--- src/rtl/uart_sched_pkg.sv ---
// Shared types and constants for the UART transmit scheduler: FSM encoding,
// report codes, ASCII bytes and the report byte lookup.
package uart_sched_pkg;

  typedef enum logic [1:0] {
    S_IDLE      = 2'd0,
    S_ECHO_WAIT = 2'd1,
    S_RPT_WAIT  = 2'd2,
    S_RPT_NEXT  = 2'd3
  } state_t;

  typedef enum logic {
    GRANT_ECHO   = 1'b0,
    GRANT_REPORT = 1'b1
  } grant_t;

  localparam logic [1:0] CODE_ACK   = 2'd0;
  localparam logic [1:0] CODE_ERR   = 2'd1;
  localparam logic [1:0] CODE_POS   = 2'd2;
  localparam logic [1:0] CODE_STATE = 2'd3;

  localparam logic [7:0] ASCII_O  = 8'h4F;
  localparam logic [7:0] ASCII_K  = 8'h4B;
  localparam logic [7:0] ASCII_E  = 8'h45;
  localparam logic [7:0] ASCII_R  = 8'h52;
  localparam logic [7:0] ASCII_P  = 8'h50;
  localparam logic [7:0] ASCII_S  = 8'h53;
  localparam logic [7:0] ASCII_0  = 8'h30;
  localparam logic [7:0] ASCII_CR = 8'h0D;
  localparam logic [7:0] ASCII_LF = 8'h0A;

  // The digit is deliberately not saturated; the producer keeps arg within 0..9.
  function automatic logic [7:0] rpt_byte(input logic [1:0] code,
                                          input logic [3:0] arg,
                                          input logic [1:0] idx);
    logic [7:0] digit;
    logic [7:0] b;
    digit = ASCII_0 + {4'd0, arg};
    b     = ASCII_LF;
    case (idx)
      2'd0: begin
        case (code)
          CODE_ACK: b = ASCII_O;
          CODE_ERR: b = ASCII_E;
          CODE_POS: b = ASCII_P;
          default:  b = ASCII_S;
        endcase
      end
      2'd1: begin
        case (code)
          CODE_ACK: b = ASCII_K;
          CODE_ERR: b = ASCII_R;
          default:  b = digit;
        endcase
      end
      2'd2:    b = ASCII_CR;
      default: b = ASCII_LF;
    endcase
    return b;
  endfunction

endpackage

--- src/rtl/echo_fifo.sv ---
// Synchronous byte FIFO for the echo path. A push into a full FIFO is
// accepted only when a pop happens in the same cycle.
module echo_fifo
#(
  parameter int FIFO_DEPTH = 4,
  parameter int LVL_W      = 3
) (
  input  logic             clk,
  input  logic             rst_n,
  input  logic             push,
  input  logic [7:0]       din,
  input  logic             pop,
  output logic [7:0]       dout,
  output logic             full,
  output logic             empty,
  output logic [LVL_W-1:0] level
);

  localparam int PTR_W = (FIFO_DEPTH > 1) ? $clog2(FIFO_DEPTH) : 1;

  logic [7:0]       mem [FIFO_DEPTH];
  logic [PTR_W-1:0] wr_ptr;
  logic [PTR_W-1:0] rd_ptr;
  logic             wr_en;
  logic             rd_en;

  assign full  = (level == LVL_W'(FIFO_DEPTH));
  assign empty = (level == {LVL_W{1'b0}});
  assign wr_en = push && (!full || pop);
  assign rd_en = pop && !empty;
  assign dout  = mem[rd_ptr];

  always_ff @(posedge clk) begin
    if (wr_en) begin
      mem[wr_ptr] <= din;
    end
  end

  // Pointers wrap naturally because the depth is a power of two.
  always_ff @(posedge clk) begin
    if (!rst_n) begin
      wr_ptr <= {PTR_W{1'b0}};
      rd_ptr <= {PTR_W{1'b0}};
      level  <= {LVL_W{1'b0}};
    end else begin
      if (wr_en) wr_ptr <= wr_ptr + {{(PTR_W-1){1'b0}}, 1'b1};
      if (rd_en) rd_ptr <= rd_ptr + {{(PTR_W-1){1'b0}}, 1'b1};
      case ({wr_en, rd_en})
        2'b10:   level <= level + {{(LVL_W-1){1'b0}}, 1'b1};
        2'b01:   level <= level - {{(LVL_W-1){1'b0}}, 1'b1};
        default: level <= level;
      endcase
    end
  end

endmodule

--- src/rtl/uart_tx_scheduler.sv ---
// Shares one uart_tx between the echo path and 4-byte status reports,
// arbitrating round-robin per message; reports are never interleaved.
module uart_tx_scheduler
  import uart_sched_pkg::*;
#(
  parameter int FIFO_DEPTH = 4,
  parameter int LVL_W      = 3
) (
  input  logic             clk,
  input  logic             rst_n,
  input  logic             echo_valid,
  input  logic [7:0]       echo_data,
  input  logic             rpt_req,
  input  logic [1:0]       rpt_code,
  input  logic [3:0]       rpt_arg,
  input  logic             tx_done_tick,
  output logic             tx_start,
  output logic [7:0]       tx_din,
  output logic             busy,
  output logic             echo_ovf,
  output logic             rpt_drop,
  output logic [LVL_W-1:0] fifo_level
);

  state_t     state;
  state_t     state_nx;
  grant_t     last_grant;
  logic       slot_full;
  logic [1:0] slot_code;
  logic [3:0] slot_arg;
  logic [1:0] idx;
  logic [7:0] fifo_dout;
  logic       fifo_full;
  logic       fifo_empty;
  logic       fifo_push;
  logic       fifo_pop;
  logic       echo_pend;
  logic       grant_echo;
  logic       grant_rpt;
  logic       bypass;
  logic       ovf;
  logic       rpt_last_done;
  logic       start_nx;
  logic [7:0] din_nx;

  // An idle scheduler with an empty FIFO sends a fresh echo byte straight
  // through, so the byte never occupies a FIFO entry.
  assign echo_pend     = !fifo_empty || echo_valid;
  assign grant_echo    = (state == S_IDLE) && echo_pend &&
                         (!slot_full || (last_grant == GRANT_REPORT));
  assign grant_rpt     = (state == S_IDLE) && slot_full && !grant_echo;
  assign bypass        = grant_echo && fifo_empty;
  assign fifo_pop      = grant_echo && !fifo_empty;
  assign fifo_push     = echo_valid && !bypass;
  assign ovf           = fifo_push && fifo_full && !fifo_pop;
  assign rpt_last_done = (state == S_RPT_WAIT) && tx_done_tick && (idx == 2'd3);
  assign busy          = (state != S_IDLE);

  echo_fifo #(
    .FIFO_DEPTH (FIFO_DEPTH),
    .LVL_W      (LVL_W)
  ) u_echo_fifo (
    .clk   (clk),
    .rst_n (rst_n),
    .push  (fifo_push),
    .din   (echo_data),
    .pop   (fifo_pop),
    .dout  (fifo_dout),
    .full  (fifo_full),
    .empty (fifo_empty),
    .level (fifo_level)
  );

  always_ff @(posedge clk) begin
    if (!rst_n) state <= S_IDLE;
    else        state <= state_nx;
  end

  always_comb begin
    state_nx = state;
    case (state)
      S_IDLE: begin
        if (grant_echo)     state_nx = S_ECHO_WAIT;
        else if (grant_rpt) state_nx = S_RPT_WAIT;
        else                state_nx = S_IDLE;
      end
      S_ECHO_WAIT: begin
        if (tx_done_tick) state_nx = S_IDLE;
        else              state_nx = S_ECHO_WAIT;
      end
      S_RPT_WAIT: begin
        if (tx_done_tick) state_nx = (idx == 2'd3) ? S_IDLE : S_RPT_NEXT;
        else              state_nx = S_RPT_WAIT;
      end
      S_RPT_NEXT: state_nx = S_RPT_WAIT;
      default:    state_nx = S_IDLE;
    endcase
  end

  always_comb begin
    start_nx = 1'b0;
    din_nx   = tx_din;
    case (state)
      S_IDLE: begin
        if (grant_echo) begin
          start_nx = 1'b1;
          din_nx   = fifo_empty ? echo_data : fifo_dout;
        end else if (grant_rpt) begin
          start_nx = 1'b1;
          din_nx   = rpt_byte(slot_code, slot_arg, 2'd0);
        end else begin
          start_nx = 1'b0;
        end
      end
      S_RPT_NEXT: begin
        start_nx = 1'b1;
        din_nx   = rpt_byte(slot_code, slot_arg, idx);
      end
      default: start_nx = 1'b0;
    endcase
  end

  // The slot stays occupied from acceptance until the last report byte completes.
  always_ff @(posedge clk) begin
    if (!rst_n) begin
      tx_start   <= 1'b0;
      tx_din     <= 8'h00;
      echo_ovf   <= 1'b0;
      rpt_drop   <= 1'b0;
      slot_full  <= 1'b0;
      slot_code  <= 2'd0;
      slot_arg   <= 4'd0;
      idx        <= 2'd0;
      last_grant <= GRANT_REPORT;
    end else begin
      tx_start <= start_nx;
      tx_din   <= din_nx;
      echo_ovf <= ovf;
      rpt_drop <= rpt_req && slot_full;
      if (rpt_last_done) begin
        slot_full <= 1'b0;
      end else if (rpt_req && !slot_full) begin
        slot_full <= 1'b1;
        slot_code <= rpt_code;
        slot_arg  <= rpt_arg;
      end
      if (grant_rpt) begin
        idx <= 2'd0;
      end else if ((state == S_RPT_WAIT) && tx_done_tick && (idx != 2'd3)) begin
        idx <= idx + 2'd1;
      end
      if ((state == S_ECHO_WAIT) && tx_done_tick) begin
        last_grant <= GRANT_ECHO;
      end else if (rpt_last_done) begin
        last_grant <= GRANT_REPORT;
      end
    end
  end

endmodule
--- config.mk ---
export PLATFORM = sky130hd
export DESIGN_NAME = uart_tx_scheduler
export DESIGN_NICKNAME = d
export VERILOG_FILES = /design/src/rtl/uart_sched_pkg.sv /design/src/rtl/echo_fifo.sv /design/src/rtl/uart_tx_scheduler.sv
export SDC_FILE = /design/constraint.sdc
export NUM_CORES = 1
export LEC_CHECK = 0
export ABC_AREA = 1
export CAP_MARGIN = 20
export CORE_MARGIN = 4
export CORE_UTILIZATION = 53
export CTS_BUF_LIST = sky130_fd_sc_hd__clkbuf_4 sky130_fd_sc_hd__clkbuf_8
export CTS_CLUSTER_DIAMETER = 40
export DETAILED_ROUTE_END_ITERATION = 7
export PLACE_DENSITY_LB_ADDON = 0.1
export SKIP_LAST_GASP = 1
export SLEW_MARGIN = 5
export SYNTH_ARGS = -nofsm -noshare
export SYNTH_HDL_FRONTEND = slang
export SYNTH_HIERARCHICAL = 1
export SYNTH_SLANG_ARGS = --single-unit
--- constraint.sdc ---
create_clock -name clk -period 2.6 [get_ports clk]
set_clock_uncertainty 0.15 [all_clocks]
set_input_delay 0.52 -clock clk [delete_from_list [all_inputs] [get_ports clk]]
set_output_delay 0.52 -clock clk [all_outputs]
set_load 0.005 [all_outputs]
## Yosys cells after proc, flatten, opt, wreduce, memory -nomap -nowiden

Memory sizes are Yosys's and may differ from the RTL's. A register that Yosys moved wholly into a read port is not among the register bits.
Cells that the tools add are included.

| word-level totals | value |
|---|---|
| register bits after elaboration | 30 |
| bits in writable memories | 32 |
| input port bits | 19 |
| output and inout bits | 15 |
| memories kept | 1 |

| cells by class | value |
|---|---|
| $add $sub $neg | 6 |
| eq/ne operators | 13 |
| mux-type cells | 23 |
| bitwise logic cells | 2 |
| reductions and logical operators | 38 |

Memories:

| name | depth | width | read ports | clocked after memory_dff | write ports | RTL line | source |
|---|---|---|---|---|---|---|---|
| u_echo_fifo.mem | 4 | 8 | 1 | 1 | 1 | echo_fifo.sv:21 | `logic [7:0] mem [FIFO_DEPTH];` |

Operators with widths:

| operator | count |
|---|---|
| two-way mux 8 bit | 3 |
| one-hot mux 8 bit (3 select lines) | 1 |
| logical AND 1 bit | 17 |
| one-hot mux 8 bit (2 select lines) | 1 |
| one-hot mux 5 bit (3 select lines) | 1 |
| one-hot mux 7 bit (2 select lines) | 1 |
| == test 2 bit (second input constant) | 6 |
| two-way mux 2 bit | 6 |
| == test 2 x 1 -> 1 bit (second input constant) | 4 |
| one-hot mux 2 bit (4 select lines) | 1 |
| nonzero test 2 bit | 4 |
| adder 6 x 4 -> 7 bit (first input constant) | 1 |
| two-way mux 1 bit | 7 |
| adder 2 x 1 -> 2 bit (second input constant) | 3 |
| zero test 1 bit | 6 |
| zero test 2 bit | 3 |
| one-hot mux 3 bit (2 select lines) | 1 |
| AND reduction 2 bit | 2 |
| OR reduction 2 bit | 2 |
| adder 3 x 1 -> 3 bit (second input constant) | 1 |
| == test 3 bit (second input constant) | 1 |
| zero test 3 bit | 1 |
| logical OR 1 bit | 3 |
| != test 3 bit (second input constant) | 1 |
| 4 further kinds | 5 |

## Longest topological paths before layout

Gate-level depths: netlist of run 1.

| depth | value |
|---|---|
| depth after elaboration | 11 |
| mapped depth | 19 |
| gate-level depth less buffers | 19 |

## Modules after synthesis

The synthesis of run 1 kept the hierarchy.

By module, submodules not included:

| module | instances | cells each | area an instance (sq um) |
|---|---|---|---|
| echo_fifo | 1 | 150 | 1706.6 |
| uart_tx_scheduler | 1 | 209 | 1465.2 |

## Worst setup path before layout of run 1

Ideal clock, no wire load.

| timing | value |
|---|---|
| path type | register to register |
| from | register u_echo_fifo.level[0] |
| to | register u_echo_fifo.level[2] |
| arrival | 2.234 ns |
| setup slack | 0.103 ns |
| stages on the path, launching flop included | 20 |
| cells stage by stage | dfxtp_1 -> nor2_2 -> nand2_2 -> inv_1 -> nand2_2 -> nand3_4 -> buf_6 -> nor2_1 -> inv_1 -> nand3_2 -> nand2_1 -> ha_1 -> inv_1 -> fa_1 -> inv_1 -> nand2_1 -> nand3_1 -> nand2_1 -> nand2_1 -> nor2_1 |

RTL lines:

| element | RTL line | source |
|---|---|---|
| from (decl) | echo_fifo.sv:16 | `output logic [LVL_W-1:0] level` |
| from (signal assigned) | echo_fifo.sv:44 | `level <= {LVL_W{1'b0}};` |
| from (signal assigned) | echo_fifo.sv:49 | `2'b10: level <= level + {{(LVL_W-1){1'b0}}, 1'b1};` |
| from (signal assigned) | echo_fifo.sv:50 | `2'b01: level <= level - {{(LVL_W-1){1'b0}}, 1'b1};` |
| zero test 3 bit (*) | echo_fifo.sv:28 | `assign empty = (level == {LVL_W{1'b0}});` |
| named net fifo_empty | uart_tx_scheduler.sv:34 | `logic fifo_empty;` |
| zero test 1 bit (*) | uart_tx_scheduler.sv:48, uart_tx_scheduler.sv:53 |  |
| logical OR 1 bit | uart_tx_scheduler.sv:48 | `assign echo_pend = !fifo_empty \|\| echo_valid;` |
| logical AND 1 bit (2 in series) | uart_tx_scheduler.sv:49 | `assign grant_echo = (state == S_IDLE) && echo_pend &&` |
| logical AND 1 bit (*) | uart_tx_scheduler.sv:53 | `assign fifo_pop = grant_echo && !fifo_empty;` |
| named net fifo_pop | uart_tx_scheduler.sv:36 | `logic fifo_pop;` |
| logical OR 1 bit | echo_fifo.sv:29 | `assign wr_en = push && (!full \|\| pop);` |
| logical AND 1 bit | echo_fifo.sv:29 |  |
| == test 2 x 1 -> 1 bit / == test 2 bit (equally long branches) | echo_fifo.sv:48 | `case ({wr_en, rd_en})` |
| one-hot mux 3 bit (2 select lines) / nonzero test 2 bit (equally long branches) | - |  |

Mark *: on every way through the listed nets, which the timed path passes. The rest lies on a longest branch.
A chain may end at the register's enable or synchronous reset.

## Final worst setup path of run 1

| timing | value |
|---|---|
| from | input echo_valid |
| to | register u_echo_fifo.level[2] |

| on the way | value |
|---|---|
| word-level cells in the longest chain between the ends | 9 |

RTL lines:

| element | RTL line | source |
|---|---|---|
| from (decl) | uart_tx_scheduler.sv:11 | `input logic echo_valid,` |
| logical OR 1 bit | uart_tx_scheduler.sv:48 |  |
| logical AND 1 bit (2 in series) | uart_tx_scheduler.sv:49 |  |
| logical AND 1 bit | uart_tx_scheduler.sv:52 | `assign bypass = grant_echo && fifo_empty;` |
| zero test 1 bit | uart_tx_scheduler.sv:54 | `assign fifo_push = echo_valid && !bypass;` |
| logical AND 1 bit (*) | uart_tx_scheduler.sv:54 |  |
| named net fifo_push | uart_tx_scheduler.sv:35 | `logic fifo_push;` |
| logical AND 1 bit (*) | echo_fifo.sv:29 |  |
| == test 2 x 1 -> 1 bit / == test 2 bit (equally long branches) | echo_fifo.sv:48 |  |
| one-hot mux 3 bit (2 select lines) / nonzero test 2 bit (equally long branches) | - |  |
| to (signal assigned) | echo_fifo.sv:49 |  |
| to (signal assigned) | echo_fifo.sv:50 |  |
| to (signal assigned) | echo_fifo.sv:51 | `default: level <= level;` |

Marked as above.

==> reports/qor.yml, run 1 <==
clkTransAtPathRegs_ns: 0.07
required_ns: 2.68
setup_viol: 0
cts_max_level: 3
powerDensity_nw_per_um2: 1040
hp-class: "reg -> reg"
met1_usage: 0.266
fin_crit_sh: 0.926
fp.dieW_um: 85.4
drive_above_1_share: 0.147
top_usage_layer: "met2"
rsz0062_at_grt: "no"
drt_pass1_iterations: 4
yosysSeqAreaShare: 0.505
ir_worst_vdd_uv: 663
ys_ff_latch: 64
synthXorXnorAreaFrac: 0.00276
syn2layout_area_growth_pct: 22.4
numClockSinks: 64
startpoint_type: "input port"
ant_nets: 0
use_met2: 0.316
grt_use_met3: 0.0388
end_kind: "flop"
routabilityCongestion: 0.861
cts-root-buf: "clkbuf_8"
initial_core_util: 0.562
timing.hold.ws_ns: 0.309
worstSkewPairLatency_ns: 0.33
synth_top_family_by_area: "simple AND/OR/NAND/NOR gates"
grt_first_pass_wirelength_mm: 11.4
outcome: "completed"
synth_ff_type: "edfxtp_1"
synth.mux.area_fraction: 0
ys_async_sr_fraction: 0
grt_max_degree: 17
synth_compound_area_frac: 0.140
portBuffers: 33
io-pin-count: 34
syn_inst: 359
max_freq_mhz: 416
arrival_ns: 2.49
drt_iter0_markers: 221
maxSlewViolCount: 0
antenna_found_initial: 0
slew_headroom: 0.673
cts_buffer_depth: 2
yosysWarnings: 6
critPathMaxFanout: 3
placementRows: 27
worstMarginPinSlew_ns: 0.490
dr_total_vias: 2545
post_drt_wl_per_cell_um: 13.9
drv_cap: 0
syn_nets: 398
synth_cell_types: 33
viasPerCell: 5.16
synth-adder-area-share: 0.0813
drc: 0
p_leak_nw: 1.64
nNetsFinal: 455
n_antenna_cell: 0
dp_hpwl_mm: 4.88
die_h_um: 85.4
period_needed_ns: 2.41
syn-cell-area_sq_um: 3170
cts_tree: "yes"
critPathKind: "in -> reg"
post-cts-setup-buffers: 0
synth_edf_count: 32
yosys.area_share.simple: 0.191
routed_wl_mm: 6.87
final_core_util: 0.688
core_sq_um: 5640
grt_pass1_vias: 2455
gr-usage-all-layers: 0.200
synth.avg_cell_area_sq_um: 8.84
dieArea_sq_um: 7290
hold_violations: 0
grt_overflow_total: 0
cts_made_buffers: 9
[synthesized netlist by cell type, drive strengths merged, types with 2 or more instances]
| master | n | area (sq um) |
|---|---|---|
| a21oi | 24 | 131 |
| a31oi | 2 | 12.5 |
| buf | 5 | 46.3 |
| dfxtp | 32 | 641 |
| edfxtp | 32 | 961 |
| ha | 19 | 238 |
| inv | 53 | 201 |
| nand2 | 65 | 254 |
| nand3 | 22 | 140 |
| nand4 | 3 | 18.8 |
| nor2 | 42 | 170 |
| nor3 | 3 | 15.0 |
| o21ai | 42 | 221 |
| o22ai | 8 | 50.1 |
[path summary, 6_finish.rpt]
check	start	end	slack, ns	cells past startpoint
max	echo_valid	u_echo_fifo/level[2]	0.19	18
min	slot_arg[0]	slot_arg[0]	0.31	2
max reg2reg	u_echo_fifo/level[0]	u_echo_fifo/level[2]	0.21	18
min reg2reg	slot_arg[0]	slot_arg[0]	0.31	2
[per-stage QoR]
step	TNS, ns	setup slack (ns)	total power, mW	area [sq um]	instances
floorplan	0	0.103	2.58	3170	359
global placement	-0.104	-0.0949	3.15	3680	477
CTS	0	0.196	4.05	3870	493
detailed placement	-0.234	-0.156	3.20	3680	477
global route	0	0.000936	4.36	3880	493
finish	0	0.193	4.04	3880	493
[area by class of cell]
| cell class | instances | area (sq um) |
|---|---|---|
| fill | 460 | 1760 |
| sequential | 64 | 1600 |
| multi-input combinational | 236 | 1320 |
| timing repair buffer | 52 | 473 |
| inverter | 53 | 201 |
| clock buffer | 12 | 146 |
| tap | 72 | 90.1 |
| clock inverter | 4 | 45.0 |
[cell families after synthesis]
group | Yosys count
and+or+nand+nor | 136
DFF | 64
adders and majority gates | 20
buffers and inverters | 59
AOI/OAI and AO/OA | 79
xor gates and xnor gates | 1
[layout by cell type (no fill, tap or decap), types with 2 or more instances in the layout]
cell type | Yosys | routed
ha_1 | 19 | 18
nor3_1 | 3 | 3
o22ai_1 | 8 | 8
a21oi_1 | 21 | 21
nor2_2 | 2 | 3
nand2_1 | 61 | 61
buf_4 | 1 | 19
nand3_4 | 2 | 2
clkinv_2 | 0 | 3
nand2_2 | 4 | 4
o21ai_1 | 4 | 4
edfxtp_1 | 32 | 32
a21oi_2 | 3 | 3
inv_1 | 47 | 47
nand3_1 | 19 | 19
dfxtp_1 | 32 | 30
inv_2 | 5 | 5
o21ai_2 | 3 | 3
clkdlybuf4s50_1 | 0 | 33
clkbuf_8 | 0 | 9
nor2_1 | 39 | 38
a31oi_1 | 2 | 2
dfxtp_2 | 0 | 2
o21ai_0 | 35 | 35
nand4_1 | 3 | 3
clkbuf_4 | 0 | 3
[power breakdown]
part	total, mW	internal, mW	switching, mW
registers	1.43	1.29	0.137
logic	1.78	0.741	1.04
clock network	0.838	0.471	0.368
[metal layers]
| metal | up-vias | share of wire |
|---|---|---|
| met1 | 1156 | 0.47 |
| li1 | 1306 | - |
| met5 | - | 0 |
| met3 | 14 | 0.044 |
| met2 | 69 | 0.46 |
| met4 | 0 | 0.021 |
[critical path: stages]
cell and delay [ns]:
clkdlybuf4s50_1 0.49, inv_2 0.05, nand2_2 0.07, nand3_4 0.08
inv_2 0.06, nand2_1 0.04, nand2_1 0.07, inv_1 0.05
nand2_1 0.09, ha_2 0.18, inv_1 0.06, fa_1 0.38
inv_1 0.06, nand2_1 0.04, nand3_1 0.08, nand2_1 0.06
nand2_1 0.06, nor2_1 0.04
[flip-flops by register name (all words and copies together) (netlist names), 2 cells and up, named ones only]
name	cells
tx_din	8
u_echo_fifo/level	3
u_echo_fifo/wr_ptr	2
u_echo_fifo/mem	32
state	2
idx	2
slot_code	2
slot_arg	4
u_echo_fifo/rd_ptr	2
[timing repair]
item	CTS	global route
hold buffers	0	0
setup endpoints to repair	0	1
gates resized for setup	0	4
Note: power is estimated with default switching activity, not from simulation.
==> run 2: changes to the inputs <==
- CORE_ASPECT_RATIO: default -> 1.2
==> reports/qor.yml, run 2 (synthesized netlist as in run 1, its figures left out) <==
cp_cell_sequence: "clkdlybuf4s50_1 > inv_2 > nand2_2 > nand3_4 > inv_2 > nand2_1 > nand2_1 > inv_1 > nand2_1 > ha_1 > inv_1 > fa_1 > inv_1 > nand2_1 > nand3_1 > nand2_1 > nand2_1 > nor2_1"
fillCellCount: 480  # +4.3%
outcome: "completed"
io-pin-count: 34  # unchanged
nNetsFinal: 454  # -0.22%
period_needed_ns: 2.41  # +0.00727 ns
reg2reg_slack_ns: 0.23  # +0.02 ns
clkTransAtPathRegs_ns: 0.07  # about the same
worstSkewPairLatency_ns: 0.34  # about the same
worstMarginPinSlew_ns: 0.407  # -0.0829 ns
ir_worst_vdd_uv: 580  # -13%
grt_overflow_total: 0  # unchanged
slew_headroom: 0.728  # +0.0549
pre_cts_slack_ns: -0.212  # -0.0564 ns
powerDensity_nw_per_um2: 1050  # +0.94%
ctsHoldBuffers: 0  # unchanged
cts_tree: "yes"
pwr-share-comb: 0.433  # -0.007
numClockSinks: 64  # unchanged
cts-root-buf: "clkbuf_8"
holdCritStartpoint: "slot_arg[0]"
dr_total_vias: 2535  # -0.39%
startpoint_type: "input port"
portBuffers: 33  # unchanged
core_sq_um: 5740  # +1.8%
max_freq_mhz: 414  # -0.30%
antenna_found_initial: 0  # unchanged
required_ns: 2.69  # about the same
arrival_ns: 2.50  # about the same
holdPathEnd: "slot_arg[0]"
dieArea_sq_um: 7290  # about the same
grt_first_pass_wirelength_mm: 11.2  # -1.9%
final-seq-area_sq_um: 1600  # about the same
grt_max_degree: 18  # +1
viasPerCell: 5.07  # -1.8%
cts_made_buffers: 9  # unchanged
final_cell_area_sq_um: 3910  # +0.71%
multi_input_area_sq_um: 1320  # -0.19%
drt_iter0_markers: 227  # +2.7%
hold_violations: 0  # unchanged
maxSlewViolCount: 0  # unchanged
dp_hpwl_mm: 4.80  # -1.5%
most-common-layout-cells: "61 x nand2_1, 46 x inv_1, 38 x nor2_1"
fp.dieW_um: 78.6  # -7.9%
setup_viol: 0  # unchanged
n_antenna_cell: 0  # unchanged
final_core_util: 0.681  # -0.00735
rsz0062_at_grt: "no"
setup_slack_ns: 0.186  # -0.00727 ns
placementRows: 30  # +11%
crit_family: "buffers and inverters"
slowest_stage: "clkdlybuf4s50_1"
critPathBufInv: 6  # unchanged
hp-class: "reg -> reg"
cts_buffer_depth: 2  # unchanged
p_int_mw: 2.56  # +2.5%
layout.cells.non_filler: 500  # +1.4%
regMostFlops: "u_echo_fifo/mem"
cts_max_level: 3  # unchanged
rr_worst_depth: 18  # unchanged
drive_above_1_share: 0.143  # -0.00441
path_common_cell: "nand2_1"
grt_pass1_vias: 2403  # -2.1%
drc: 0  # unchanged
end_kind: "flop"
drv_cap: 0  # unchanged
post_drt_wl_per_cell_um: 13.2  # -5.4%
routed_wl_mm: 6.59  # -4.0%
critPathKind: "in -> reg"
placed_cells: 484  # +1.5%
final_common_cell: "nand2_1"
slowest_delay_ns: 0.50  # about the same
switching_power_mw: 1.54  # +0.25%
syn2layout_area_growth_pct: 23.3
routabilityCongestion: 0.846  # -1.7%
r2r_start: "u_echo_fifo/level[0]"
clock_power_share: 0.227  # +0.020
swShare: 0.376  # -0.00526
place_area_sq_um: 3690  # about the same
die_h_um: 92.7  # +8.7%
post-cts-setup-buffers: 0  # unchanged
fin_crit_sh: 0.928  # +0.00279
largest_reg_flops: 32  # unchanged
p_leak_nw: 1.64  # +0.31%
worstSetupPathDepth: 18  # unchanged
critPathMaxFanout: 3  # unchanged
initial_core_util: 0.552  # -0.00992
gr-usage-all-layers: 0.198  # -0.00185
reg_top3: "u_echo_fifo/mem (32), tx_din (8), slot_arg (4)"
min_path_cells: 2  # unchanged
r2r_end: "u_echo_fifo/level[2]"
ant_nets: 0  # unchanged
drt_pass1_iterations: 4  # unchanged
p_seq_frac: 0.340  # -0.013
finalSetupTns_ns: 0  # unchanged
run 2: worst register-to-register path, stage by stage, from the launching register on:
cell and delay [ns]:
dfxtp_1 0.35, nor2_2 0.16, nand2_2 0.11, inv_2 0.10, nand2_2 0.07, nand3_4 0.09, nor2_2 0.05, inv_1 0.06
nand3_2 0.08, nand2_1 0.09, ha_1 0.18, inv_1 0.07, fa_1 0.38, inv_1 0.07, nand2_1 0.04, nand3_1 0.08
nand2_1 0.06, nand2_1 0.05, nor2_1 0.03
run 2: cell type report:
class,count,share of cell area
clock inverters,7,0.0246
multi-input cells,236,0.338
clock buffers,9,0.0317
well taps,80,0.0256
repair buffers,51,0.119
flip-flops and latches,64,0.410
inverters,53,0.0515
run 2: how the worst max path moves through the flow:
stage,start,endpoint,slack (ns)
6_report,echo_valid,u_echo_fifo/level[2],0.19
5_1_grt,u_echo_fifo/level[0],u_echo_fifo/level[2],0.01
4_1_cts,u_echo_fifo/level[2],u_echo_fifo/level[2],0.14
3_5_place_dp,echo_valid,u_echo_fifo/level[2],-0.21
3_3_place_gp,echo_valid,u_echo_fifo/level[2],-0.13
2_1_floorplan,u_echo_fifo/level[0],u_echo_fifo/level[2],0.10
run 2: what timing repair did:
item                       CTS  global route
gates resized for setup      0             3
hold endpoints to repair     0             0
setup endpoints to repair    0             1
run 2: power by group through the flow:
| stage | Combinational, mW | Clock, mW | Sequential [mW] |
|---|---|---|---|
| final | 1.78 | 0.934 | 1.40 |
| after detailed placement | 1.75 | 0 | 1.42 |
| after CTS | 1.77 | 0.948 | 1.40 |
| after global placement | 1.73 | 0 | 1.41 |
| after floorplan | 1.16 | 0 | 1.41 |
| after global routing | 2.02 | 1.00 | 1.42 |
run 2: per-stage QoR:
stage / hold WS (ns) / total power, mW
global route: 0.342 / 4.44
CTS: 0.308 / 4.11
global placement: 0.293 / 3.14
floorplan: 0.274 / 2.58
detailed placement: 0.307 / 3.16
finish: 0.308 / 4.11
run 2: layer usage:
metal  GRT usage  wire length (um)  vias up
li1            -                 -     1311
met1       0.239              2860     1169
met2       0.330              3390       50
met3      0.0506               278        5
met4      0.0904                71        0
met5           0                 0        -
